===== src/rtl/rw_array_clr.sv =====
// rtl/rw_array_clr.sv - register array with write-first read port and sequential clear sweep
// Optional RW_ARRAY_WMASK_EN adds a per-bit write mask port (wmask).
module rw_array_clr #(
  parameter int S_INDEX = 3,
  parameter int WIDTH   = 1
) (
  input  logic               clk,
  input  logic               rst_n,
  input  logic               read,
  input  logic               load,
  input  logic [S_INDEX-1:0] rindex,
  input  logic [S_INDEX-1:0] windex,
  input  logic [WIDTH-1:0]   datain,
`ifdef RW_ARRAY_WMASK_EN
  input  logic [WIDTH-1:0]   wmask,
`endif
  input  logic               clear,
  output logic               busy,
  output logic [WIDTH-1:0]   dataout,
  output logic               dataout_valid
);

  localparam int N = 2 ** S_INDEX;
  localparam logic [S_INDEX-1:0] LAST_INDEX = {S_INDEX{1'b1}};

  localparam logic STATE_SWEEP = 1'b0;
  localparam logic STATE_IDLE  = 1'b1;

  logic               state;
  logic [S_INDEX-1:0] cnt;
  logic [WIDTH-1:0]   mem [N];

  logic               is_idle;
  logic               do_load;
  logic               do_read;
  logic [WIDTH-1:0]   bit_mask;
  logic [WIDTH-1:0]   wr_data;
  logic [WIDTH-1:0]   rd_data;

`ifdef RW_ARRAY_WMASK_EN
  assign bit_mask = wmask;
`else
  assign bit_mask = {WIDTH{1'b1}};
`endif

  assign is_idle = (state == STATE_IDLE);
  assign busy    = ~is_idle;

  // A clear in the same cycle discards the load, so it must not feed the bypass either.
  assign do_load = is_idle & load & ~clear;
  assign do_read = is_idle & read;

  assign wr_data = (datain & bit_mask) | (mem[windex] & ~bit_mask);
  assign rd_data = (do_load && (windex == rindex)) ? wr_data : mem[rindex];

  always_ff @(posedge clk or negedge rst_n) begin
    if (!rst_n) begin
      state         <= STATE_SWEEP;
      cnt           <= '0;
      dataout       <= '0;
      dataout_valid <= 1'b0;
    end else begin
      case (state)
        STATE_SWEEP: begin
          cnt           <= cnt + S_INDEX'(1);
          dataout_valid <= 1'b0;
          if (cnt == LAST_INDEX) begin
            state <= STATE_IDLE;
          end
        end
        default: begin
          // A read coinciding with clear still completes; validity drops on the next edge.
          if (do_read) begin
            dataout       <= rd_data;
            dataout_valid <= 1'b1;
          end else if (clear) begin
            dataout_valid <= 1'b0;
          end
          if (clear) begin
            state <= STATE_SWEEP;
          end
        end
      endcase
    end
  end

  // Storage has no reset; it is zeroed only by the sweep.
  always_ff @(posedge clk) begin
    if (state == STATE_SWEEP) begin
      mem[cnt] <= '0;
    end else if (do_load) begin
      mem[windex] <= wr_data;
    end
  end

endmodule

===== config.mk =====
export PLATFORM = sky130hd
export DESIGN_NAME = rw_array_clr
export DESIGN_NICKNAME = d
export VERILOG_FILES = /design/src/rtl/rw_array_clr.sv
export SDC_FILE = /design/constraint.sdc
export NUM_CORES = 1
export LEC_CHECK = 0
export ABC_AREA = 0
export BUFFER_PORTS_ARGS = -buffer_cell sky130_fd_sc_hd__buf_2
export CORE_ASPECT_RATIO = 1.5
export CORE_MARGIN = 8
export CORE_UTILIZATION = 35
export DETAILED_ROUTE_END_ITERATION = 12
export GPL_TIMING_DRIVEN = 0
export PLACE_DENSITY = 0.56
export SLEW_MARGIN = 20
export SYNTH_ARGS = -nofsm -noshare
export SYNTH_HDL_FRONTEND = slang
export SYNTH_SLANG_ARGS = --single-unit

===== constraint.sdc =====
create_clock -name clk -period 2.7 [get_ports clk]
set_input_delay 0.54 -clock clk [delete_from_list [all_inputs] [get_ports clk]]
set_output_delay 0.54 -clock clk [all_outputs]
set_load 0.05 [all_outputs]

### Word level (Yosys, flattened, before mapping)

Memory sizes are Yosys's and may differ from the RTL's. A register that Yosys moved wholly into a read port is not among the register bits.
Cells that the tools add are included.

* output and inout port bits: 3
* bits in latches: 0
* flip-flop bits (word level): 5
* memories: 1
* RAM bits: 8
* input port bits: 12
* ROM bits: 0

* shift-type cells: 0
* bitwise operators: 5
* equality and inequality tests: 2
* add/subtract/negate cells: 1
* magnitude comparators: 0
* mux-type cells: 13
* reduce and logical (&&, ||, !) cells: 3
* $mul: 0
* divide/modulo/power cells: 0

Memory list
* mem: words 8, bits a word 1, read ports 1, clocked after Yosys merged registers in 1, wr ports 1, RTL line 31 `logic [WIDTH-1:0] mem [N];`

Operator list (count)
* 1-bit 2-to-1 mux: 12
* 3-bit by 1-bit adder with 3-bit output (second input constant): 1
* 1-bit AND: 3
* 3-bit equality test (second input constant): 1
* 3-bit 2-to-1 mux: 1
* 3-bit by 2-bit inequality test with 1-bit output (second input constant): 1
* 1-bit inverter: 2
* 2-bit AND reduction: 1
* 1-bit zero test: 1
* 1-bit OR reduction: 1

### Depth between registers and ports, before layout

Gate-level depths: netlist of the first run.

* depth in word-level cells: 7
* mapped depth: 6
* depth with buffers taken out: 5

### Least setup slack after synthesis of the first run

Ideal clock, no wire load.

* path kind: input -> register
* from: input rindex[0]
* to: register dataout (read register of mem)
* arrival: 1519 ps
* setup time: 125 ps
* slack: 1056 ps
* cell stages on the path: 4
* data required time: 2575 ps
* cells stage by stage: mux4_1 > mux2_2 > a31oi_1 > o31ai_1

RTL lines
* start: declaration: RTL line 11 `input logic [S_INDEX-1:0] rindex,`
* end: declaration: RTL line 19 `output logic [WIDTH-1:0] dataout,`

### Final worst setup path of the first run

* from: register state, in the netlist is_idle
* to: output busy

* longest elaborated chain between the ends: 1

RTL lines
* start: declaration: RTL line 29 `logic state;`
* start signal: assignment: RTL line 58 `state <= STATE_SWEEP;`
* start signal: assignment: RTL line 68 `state <= STATE_IDLE;`
* start signal: assignment: RTL line 80 `state <= STATE_SWEEP;`
* 1-bit inverter
* end: declaration: RTL line 18 `output logic busy,`

Every way passes these cells.

==> results of run 1 <==
==> layer usage <==
metal	routed length (um)	track usage	vias to the layer above
met2	846	0.146	13
li1	-	-	277
met3	80	0.0265	2
met1	592	0.0887	264
met4	11	0.0412	0
met5	0	0	-
==> state kept, by name (all words and copies together) (netlist names) <==
signal / cells
dataout: 1
is_idle: 1
mem: 8
dataout_valid: 1
cnt: 3
==> worst paths after layout <==
kind / slack (ns) / endpoint / depth (start not counted) / start
min in group clk: 0.48 / dataout$_DFFE_PN0P_ / 2 / dataout$_DFFE_PN0P_
hold reg to reg: 0.48 / dataout$_DFFE_PN0P_ / 2 / dataout$_DFFE_PN0P_
setup / recovery: 0.89 / busy / 3 / is_idle$_DFF_PN0_
hold / removal: 0.07 / is_idle$_DFF_PN0_ / 1 / rst_n
max in group asynchronous: 2.48 / cnt[0]$_DFFE_PN0N_ / 1 / rst_n
setup reg to reg: 1.19 / dataout$_DFFE_PN0P_ / 5 / is_idle$_DFF_PN0_
==> logic make-up after synthesis <==
group | after synthesis
mux | 6
xor+xnor | 4
fa+ha+maj | 2
flops | 14
compound gates | 11
buf+inv | 4
simple gates | 24
==> cell type report <==
class,count,area (um2),area share
multi-input combinational,47,349,0.396
inverter,3,11.3,0.0128
clock buffer,3,22.5,0.0255
timing repair buffer,14,70.1,0.0794
clock inverter,1,3.75,0.00426
sequential,14,390,0.443
buffer,1,7.51,0.00851
tap,22,27.5,0.0312
==> worst max-delay path, cell delays in order, from the launching register on <==
cell	delay (ns)
dfrtp_1	0.38
buf_4	0.17
inv_1	0.14
buf_2	0.29
==> metrics by stage <==
step / area [um2] / hold WS (ns) / total power, mW / setup WS, ns
2_1_floorplan: 758 / 0.244 / 0.684 / 1.06
3_3_place_gp: 856 / 0.374 / 0.772 / 0.804
3_5_place_dp: 856 / 0.377 / 0.783 / 0.802
4_1_cts: 882 / 0.0709 / 0.907 / 0.880
5_1_grt: 882 / 0.0761 / 0.973 / 0.819
6_report: 882 / 0.0687 / 0.893 / 0.891
==> Yosys cell counts, types with 2 or more instances <==
| cell type | number | area [um2] |
|---|---|---|
| dfrtp_1 | 6 | 150 |
| a22oi_1 | 3 | 22.5 |
| mux2_2 | 4 | 45.0 |
| and2_1 | 2 | 12.5 |
| mux4_1 | 2 | 52.6 |
| a31oi_1 | 2 | 12.5 |
| xnor2_1 | 3 | 26.3 |
| edfxtp_1 | 8 | 240 |
| inv_1 | 3 | 11.3 |
| and4b_1 | 2 | 20.0 |
| nor2_1 | 12 | 45.0 |
| a21oi_1 | 3 | 15.0 |
| nand2_1 | 5 | 18.8 |
| ha_1 | 2 | 25.0 |
==> power by group <==
| part | internal (mW) | total (mW) | switching [mW] | leakage, nW |
|---|---|---|---|---|
| registers | 0.306 | 0.357 | 0.0504 | 0.150 |
| logic | 0.176 | 0.415 | 0.239 | 0.222 |
| clock network | 0.0535 | 0.122 | 0.0681 | 0.0154 |
==> impl_metrics.env, run 1 <==
export IMPL_power_leakage_nw=0.387
export IMPL_ctsResizeCount=0
export IMPL_setup_worst_path_start_class="flop"
export IMPL_post_cts_buffers=0
export IMPL_cts_hold_buf=0
export IMPL_clk_pin_slew_worst_paths_ns=0.09
export IMPL_track_usage=0.0852
export IMPL_grt_max_degree=11
export IMPL_syn_inst=65
export IMPL_die_h_um=73.0
export IMPL_nFillCells=214
export IMPL_synthToLayoutAreaGrowth_pct=16.3
export IMPL_period_minus_slack_ns=1.81
export IMPL_clockRootBuffer="clkbuf_4"
export IMPL_synthAdderAreaFrac=0.0330
export IMPL_synth_top_family_by_area="simple AND/OR/NAND/NOR gates"
export IMPL_final_setup_viol_count=0
export IMPL_syn_nets=79
export IMPL_synth_edf_count=8
export IMPL_drc=0
export IMPL_crit_path_max_fanout=10
export IMPL_avgSynthCellArea_um2=11.7
export IMPL_antenna_found_initial=0
export IMPL_postRouteAntennaNets=0
export IMPL_wl_per_cell_um=14.6
export IMPL_drive_above_1_share=0.265
export IMPL_crit_required_ns=2.16
export IMPL_cts_sinks=14
export IMPL_final_max_slew_viol_count=0
export IMPL_num_rows=20
export IMPL_slew_headroom=0.827
export IMPL_drv_cap=0
export IMPL_yosysWarnings=0
export IMPL_place_hpwl_um=1260
export IMPL_status="finished, final reports clean"
export IMPL_grt_ovfl_total=0
export IMPL_post_route_period_util=0.670
export IMPL_min_path_type="in -> async"
export IMPL_setup_tns_final_ns=0
export IMPL_syn_area_um2=758
export IMPL_p_per_area_nw_per_um2=1010
export IMPL_ir_worst_vdd_mv=0.461
export IMPL_yosysSeqAreaShare=0.515
export IMPL_insertion_delay_ns=0.28
export IMPL_die_area_um2=3940
export IMPL_final_cell_mix="buf_2 (14), nor2_1 (12), edfxtp_1 (8)"
export IMPL_route_vias_total=556
export IMPL_synth_mux_area_frac=0.129
export IMPL_synth_xor_area_share=0.0462
export IMPL_port_buffers=14
export IMPL_synth_cell_type_count=22
export IMPL_synth_flop_cell="edfxtp_1"
export IMPL_synthSimpleGateAreaFrac=0.155
export IMPL_antenna_cells=0
export IMPL_arrival_ns=1.27
export IMPL_ys_ff_latch=14
export IMPL_final_nets=98
export IMPL_grt_pass1_vias=604
export IMPL_grt_pass1_wl_um=2560
export IMPL_worstSetupPathType="reg -> out"
export IMPL_drt_wl_total_um=1530
export IMPL_boundaryPins=15
export IMPL_drt_pass1_iterations=4
export IMPL_instances_no_fill=105
export IMPL_fmax_mhz=553
export IMPL_critPathCaptureType="output pin"
export IMPL_cts_tree="built"
export IMPL_final_common_cell="buf_2"
export IMPL_core_area_um2=2050
export IMPL_viasPerCell=5.30
export IMPL_dieWidth_um=54.0
export IMPL_initial_core_util=0.370
export IMPL_dp_cells=101
export IMPL_drt_iter0_drc=18
export IMPL_cts_buffers=3
export IMPL_cts_buffer_depth=2
export IMPL_synth_async_reset_ratio=0.429
export IMPL_hold_violations=0
export IMPL_final_setup_skew_ns=0.00482
export IMPL_synth_compound_area_frac=0.0974
export IMPL_final_util=0.430
export IMPL_gp_congestion=0.719
export IMPL_tightest_slew_ns=0.260
export IMPL_cts_htree_levels=1
export IMPL_rsz0062_at_grt="false"
Note: power is estimated with default switching activity, not from simulation.
==> inputs of run 2 (changes only) <==
- clock period: 2.7 -> 1.7 ns (I/O delays scaled with it)
==> run 2 against run 1 <==
Clock-buffer cell count did not move. First-iteration DRC count up 28%. Worst setup slack got worse by 0.80 ns. Critical path depth did not move. Sequential power is 59% higher. Power increased by 59%. Die area did not move. Final cell count rose by 0.95%.
==> impl_metrics.env, run 2 (synthesis gave the netlist of run 1 again) <==
export IMPL_worstSetupPathType="reg -> out"
export IMPL_tightest_slew_ns=0.261
export IMPL_grt_pass1_wl_um=2570
export IMPL_grt_pass1_vias=607
export IMPL_viasPerCell=5.27
export IMPL_reg2reg_depth=5
export IMPL_setup_tns_final_ns=0
export IMPL_slew_headroom=0.826
export IMPL_ctsResizeCount=0
export IMPL_rsz0062_at_grt="false"
export IMPL_hold_depth=3
export IMPL_setup_worst_path_start_class="flop"
export IMPL_cts_sinks=14
export IMPL_power_leakage_nw=0.392
export IMPL_track_usage=0.0856
export IMPL_boundaryPins=15
export IMPL_drv_cap=0
export IMPL_multiInputGateArea_um2=349
export IMPL_post_route_period_util=0.946
export IMPL_cts_buffers=3
export IMPL_insertion_delay_ns=0.28
export IMPL_gp_congestion=0.719
export IMPL_drc=0
export IMPL_core_area_um2=2050
export IMPL_startpoint="is_idle$_DFF_PN0_"
export IMPL_crit_required_ns=1.36
export IMPL_drive_above_1_share=0.262
export IMPL_wl_per_cell_um=14.5
export IMPL_die_h_um=73.0
export IMPL_setup_slack_ns=0.0922
export IMPL_final_util=0.435
export IMPL_post_cts_buffers=0
export IMPL_final_nets=99
export IMPL_final_cell_mix="buf_2 (14), nor2_1 (12), edfxtp_1 (8)"
export IMPL_hp_start="read"
export IMPL_final_max_slew_viol_count=0
export IMPL_placedInstanceArea_um2=856
export IMPL_arrival_ns=1.27
export IMPL_fmax_mhz=622
export IMPL_postRouteAntennaNets=0
export IMPL_ff2ff_setup_slack_ns=0.19
export IMPL_clk_pin_slew_worst_paths_ns=0.09
export IMPL_cts_buffer_depth=2
export IMPL_antenna_cells=0
export IMPL_largest_reg_flops=8
export IMPL_final_setup_skew_ns=0.00475
export IMPL_die_area_um2=3940
export IMPL_critPathCaptureType="output pin"
export IMPL_initial_core_util=0.370
export IMPL_status="finished, final reports clean"
export IMPL_antenna_found_initial=0
export IMPL_cts_tree="built"
export IMPL_min_path_type="in -> reg"
export IMPL_drt_iter0_drc=23
export IMPL_dpl_worst_slack_ns=0.00216
export IMPL_synthToLayoutAreaGrowth_pct=17.7
export IMPL_seqCellArea_um2=390
export IMPL_rr_startpoint="is_idle$_DFF_PN0_"
export IMPL_crit_path_max_fanout=10
export IMPL_final_setup_viol_count=0
export IMPL_final_common_cell="buf_2"
export IMPL_drt_pass1_iterations=4
export IMPL_max_flop_register="mem"
export IMPL_grt_max_degree=11
export IMPL_num_rows=20
export IMPL_ir_worst_vdd_mv=0.732
export IMPL_nFillCells=211
export IMPL_place_hpwl_um=1260
export IMPL_p_per_area_nw_per_um2=1590
export IMPL_reg_largest_list="mem x8, cnt x3"
export IMPL_cts_hold_buf=1
export IMPL_cp_slowest_cell="dfrtp_1"
export IMPL_period_minus_slack_ns=1.61
export IMPL_drt_wl_total_um=1540
export IMPL_route_vias_total=559
export IMPL_finish_instance_area_um2=892
export IMPL_dieWidth_um=54.0
export IMPL_cts_htree_levels=1
export IMPL_cpPeakStageDelay_ns=0.38
export IMPL_port_buffers=14
export IMPL_clockRootBuffer="clkbuf_4"
export IMPL_hold_violations=0
export IMPL_grt_ovfl_total=0
export IMPL_path_cells="buf_4, inv_1, buf_2"
-- run 2: metrics by stage --
stage,power (mW),std cells,hold slack (ns)
2_1_floorplan,1.09,65,0.0444
6_report,1.42,106,0.296
4_1_cts,1.44,106,0.290
3_3_place_gp,1.23,101,0.174
3_5_place_dp,1.24,101,0.177
5_1_grt,1.55,106,0.292
-- run 2: area by class of cell --
class	count	area share
tap	22	0.0309
timing repair buffer	15	0.0898
sequential	14	0.438
inverter	3	0.0126
clock inverter	1	0.00421
multi-input combinational	47	0.391
clock buffer	3	0.0252
buffer	1	0.00842
-- run 2: critical path: cells and delay by family (launching register included) --
family   cells  cell delay [ns]
flops        1             0.38
buf+inv      3             0.60
-- run 2: path summary, 6_finish.rpt --
path | end
setup / recovery | busy
hold / removal | dataout_valid$_DFFE_PN0P_
setup reg to reg | dataout$_DFFE_PN0P_
hold reg to reg | dataout$_DFFE_PN0P_
max in group asynchronous | cnt[0]$_DFFE_PN0N_
min in group asynchronous | is_idle$_DFF_PN0_
-- run 2: where the power goes --
part	switching [mW]	internal, mW
Combinational	0.382	0.281
Sequential	0.0801	0.486
Clock	0.107	0.0850
-- run 2: routing by layer --
metal	vias to the layer above	GRT usage	part of all wire
met4	0	0.0412	0.0071
met2	11	0.147	0.55
met3	2	0.0265	0.049
met5	-	0	0
met1	266	0.0887	0.39
li1	280	-	-
==> inputs of run 3 (changes only) <==
- CORE_ASPECT_RATIO: 1.5 -> default
- CORE_UTILIZATION: 35 -> 45
- PLACE_DENSITY: 0.56 -> 0.68
- clock period: 1.7 -> 1.5 ns (I/O delays scaled with it)
==> run 3 against run 2 <==
Routed wire length is 3.4% higher. Sequential power up 17%. Clock-buffer cell count increased by 1. Clock skew down 0.0021 ns. Combinational power up 41%. Non-clock buffer count is 5 higher. Critical path type is now reg -> reg.
==> impl_metrics.env, run 3 (synthesis gave the netlist of run 1 again) <==
export IMPL_setup_worst_path_start_class="flop"
export IMPL_cpPeakStageDelay_ns=0.40
export IMPL_synthToLayoutAreaGrowth_pct=26.7
export IMPL_hp_start="read"
export IMPL_rr_startpoint="is_idle$_DFF_PN0_"
export IMPL_startpoint="is_idle$_DFF_PN0_"
export IMPL_route_vias_total=590
export IMPL_critPathCaptureType="flop"
export IMPL_tightest_slew_ns=0.274
export IMPL_p_sw_frac=0.402
export IMPL_p_per_area_nw_per_um2=1890
export IMPL_grt_max_degree=11
export IMPL_antenna_cells=0
export IMPL_wl_per_cell_um=15.0
export IMPL_cts_htree_levels=1
export IMPL_final_setup_skew_ns=0.00267
export IMPL_track_usage=0.101
export IMPL_reg_largest_list="mem x8, cnt x3"
export IMPL_whs_ns=0.254
export IMPL_viasPerCell=5.57
export IMPL_setup_tns_final_ns=0
export IMPL_final_common_cell="buf_2"
export IMPL_gp_congestion=0.820
export IMPL_ir_worst_vdd_mv=1.07
export IMPL_grt_pass1_wl_um=2640
export IMPL_drv_cap=0
export IMPL_slew_headroom=0.817
export IMPL_antenna_found_initial=0
export IMPL_crit_path_max_fanout=5
export IMPL_num_rows=15
export IMPL_die_area_um2=3250
export IMPL_cts_buffers=3
export IMPL_final_setup_viol_count=0
export IMPL_status="finished, final reports clean"
export IMPL_fmax_mhz=670
export IMPL_grt_ovfl_total=0
export IMPL_drt_iter0_drc=11
export IMPL_power_frac_clock=0.124
export IMPL_postRouteAntennaNets=0
export IMPL_crit_required_ns=1.70
export IMPL_finish_instance_area_um2=961
export IMPL_core_area_um2=1650
export IMPL_post_route_period_util=0.995
export IMPL_cts_tree="built"
export IMPL_path_cells="buf_6, and3b_2, a22oi_2, a31oi_2, and4b_1, o31ai_2"
export IMPL_insertion_delay_ns=0.28
export IMPL_initial_core_util=0.459
export IMPL_max_flop_register="mem"
export IMPL_p_switching_mw=0.731
export IMPL_final_max_slew_viol_count=0
export IMPL_min_path_type="in -> reg"
export IMPL_internal_power_mw=1.09
export IMPL_period_minus_slack_ns=1.49
export IMPL_boundaryPins=15
export IMPL_total_power_mw=1.82
export IMPL_drt_pass1_iterations=4
export IMPL_drc=0
export IMPL_worstSetupPathType="reg -> reg"
export IMPL_power_frac_seq=0.363
export IMPL_clockRootBuffer="clkbuf_4"
export IMPL_clk_pin_slew_worst_paths_ns=0.08
export IMPL_p_comb_frac=0.512
export IMPL_final_cell_mix="buf_2 (13), nor2_1 (11), edfxtp_1 (8)"
export IMPL_final_util=0.582
export IMPL_port_buffers=14
export IMPL_drive_above_1_share=0.438
export IMPL_cp_slowest_cell="dfrtp_1"
export IMPL_cts_sinks=14
export IMPL_arrival_ns=1.69
export IMPL_rsz0062_at_grt="true"
export IMPL_placedInstanceArea_um2=853
export IMPL_cts_buffer_depth=2
export IMPL_drt_wl_total_um=1590
export IMPL_grt_pass1_vias=588
export IMPL_die_h_um=57.1
export IMPL_final_nets=104
export IMPL_largest_reg_flops=8
export IMPL_place_hpwl_um=1110
export IMPL_hold_violations=0
export IMPL_power_leakage_nw=0.419
export IMPL_dieWidth_um=57.1
## run 3: cell types whose count changed in the layout (fill, tap and decap cells not counted), sizes merged
cell | previous run | this run
buf | 15 | 20
clkbuf | 3 | 4
clkinv | 1 | 0
clkinvlp | 0 | 1
inv | 3 | 2
## run 3: critical path: cells and delay by family (launching register included)
| kind | cells | cell delay [ns] |
|---|---|---|
| AOI/OAI and AO/OA | 3 | 0.44 |
| and+or+nand+nor | 2 | 0.43 |
| buffers and inverters | 1 | 0.14 |
| DFF | 1 | 0.40 |
## run 3: final timing paths
check	endpoint	cells after the start	slack (ns)
max	dataout$_DFFE_PN0P_	6	0.007
min	dataout_valid$_DFFE_PN0P_	3	0.25
max reg2reg	dataout$_DFFE_PN0P_	6	0.007
min reg2reg	dataout$_DFFE_PN0P_	2	0.48
max in group asynchronous	cnt[2]$_DFFE_PN0N_	2	0.99
min in group asynchronous	is_idle$_DFF_PN0_	2	0.36
## run 3: per-stage QoR
stage | setup WS (ns) | instances
5_1_grt | -0.0893 | 106
4_1_cts | 0.00238 | 101
3_3_place_gp | -0.128 | 96
6_report | 0.00691 | 106
2_1_floorplan | 0.0119 | 65
3_5_place_dp | -0.122 | 96
## run 3: power groups by stage
stage	Clock (mW)	Combinational, mW	Sequential [mW]
floorplan	0	0.552	0.689
global placement	0	0.741	0.642
detailed placement	0	0.763	0.653
CTS	0.228	0.783	0.651
global route	0.248	1.02	0.680
finish	0.226	0.932	0.661
## run 3: final cells by class
type | instances | area (um2)
repair buffers | 20 | 120
fillers | 144 | 691
well taps | 17 | 21.3
inverters | 3 | 15.0
clock buffers | 4 | 26.3
multi-input cells | 47 | 377
flip-flops and latches | 14 | 390
plain buffers | 1 | 11.3
## run 3: routing by layer
| layer | routed length, um | GRT usage | vias up |
|---|---|---|---|
| li1 | - | - | 290 |
| met1 | 676 | 0.127 | 280 |
| met5 | 0 | 0 | - |
| met3 | 83 | 0.0310 | 5 |
| met2 | 799 | 0.147 | 15 |
| met4 | 34 | 0.0604 | 0 |
## run 3: what timing repair did
| item | CTS | global route |
|---|---|---|
| resized for setup | 5 | 9 |
| hold buffers | 1 | 0 |
| pin swaps | 0 | 10 |
| buffers inserted | 0 | 5 |
| endpoints found under the hold margin | 6 | 0 |
| cloned | 0 | 0 |
| setup endpoints to repair | 2 | 10 |
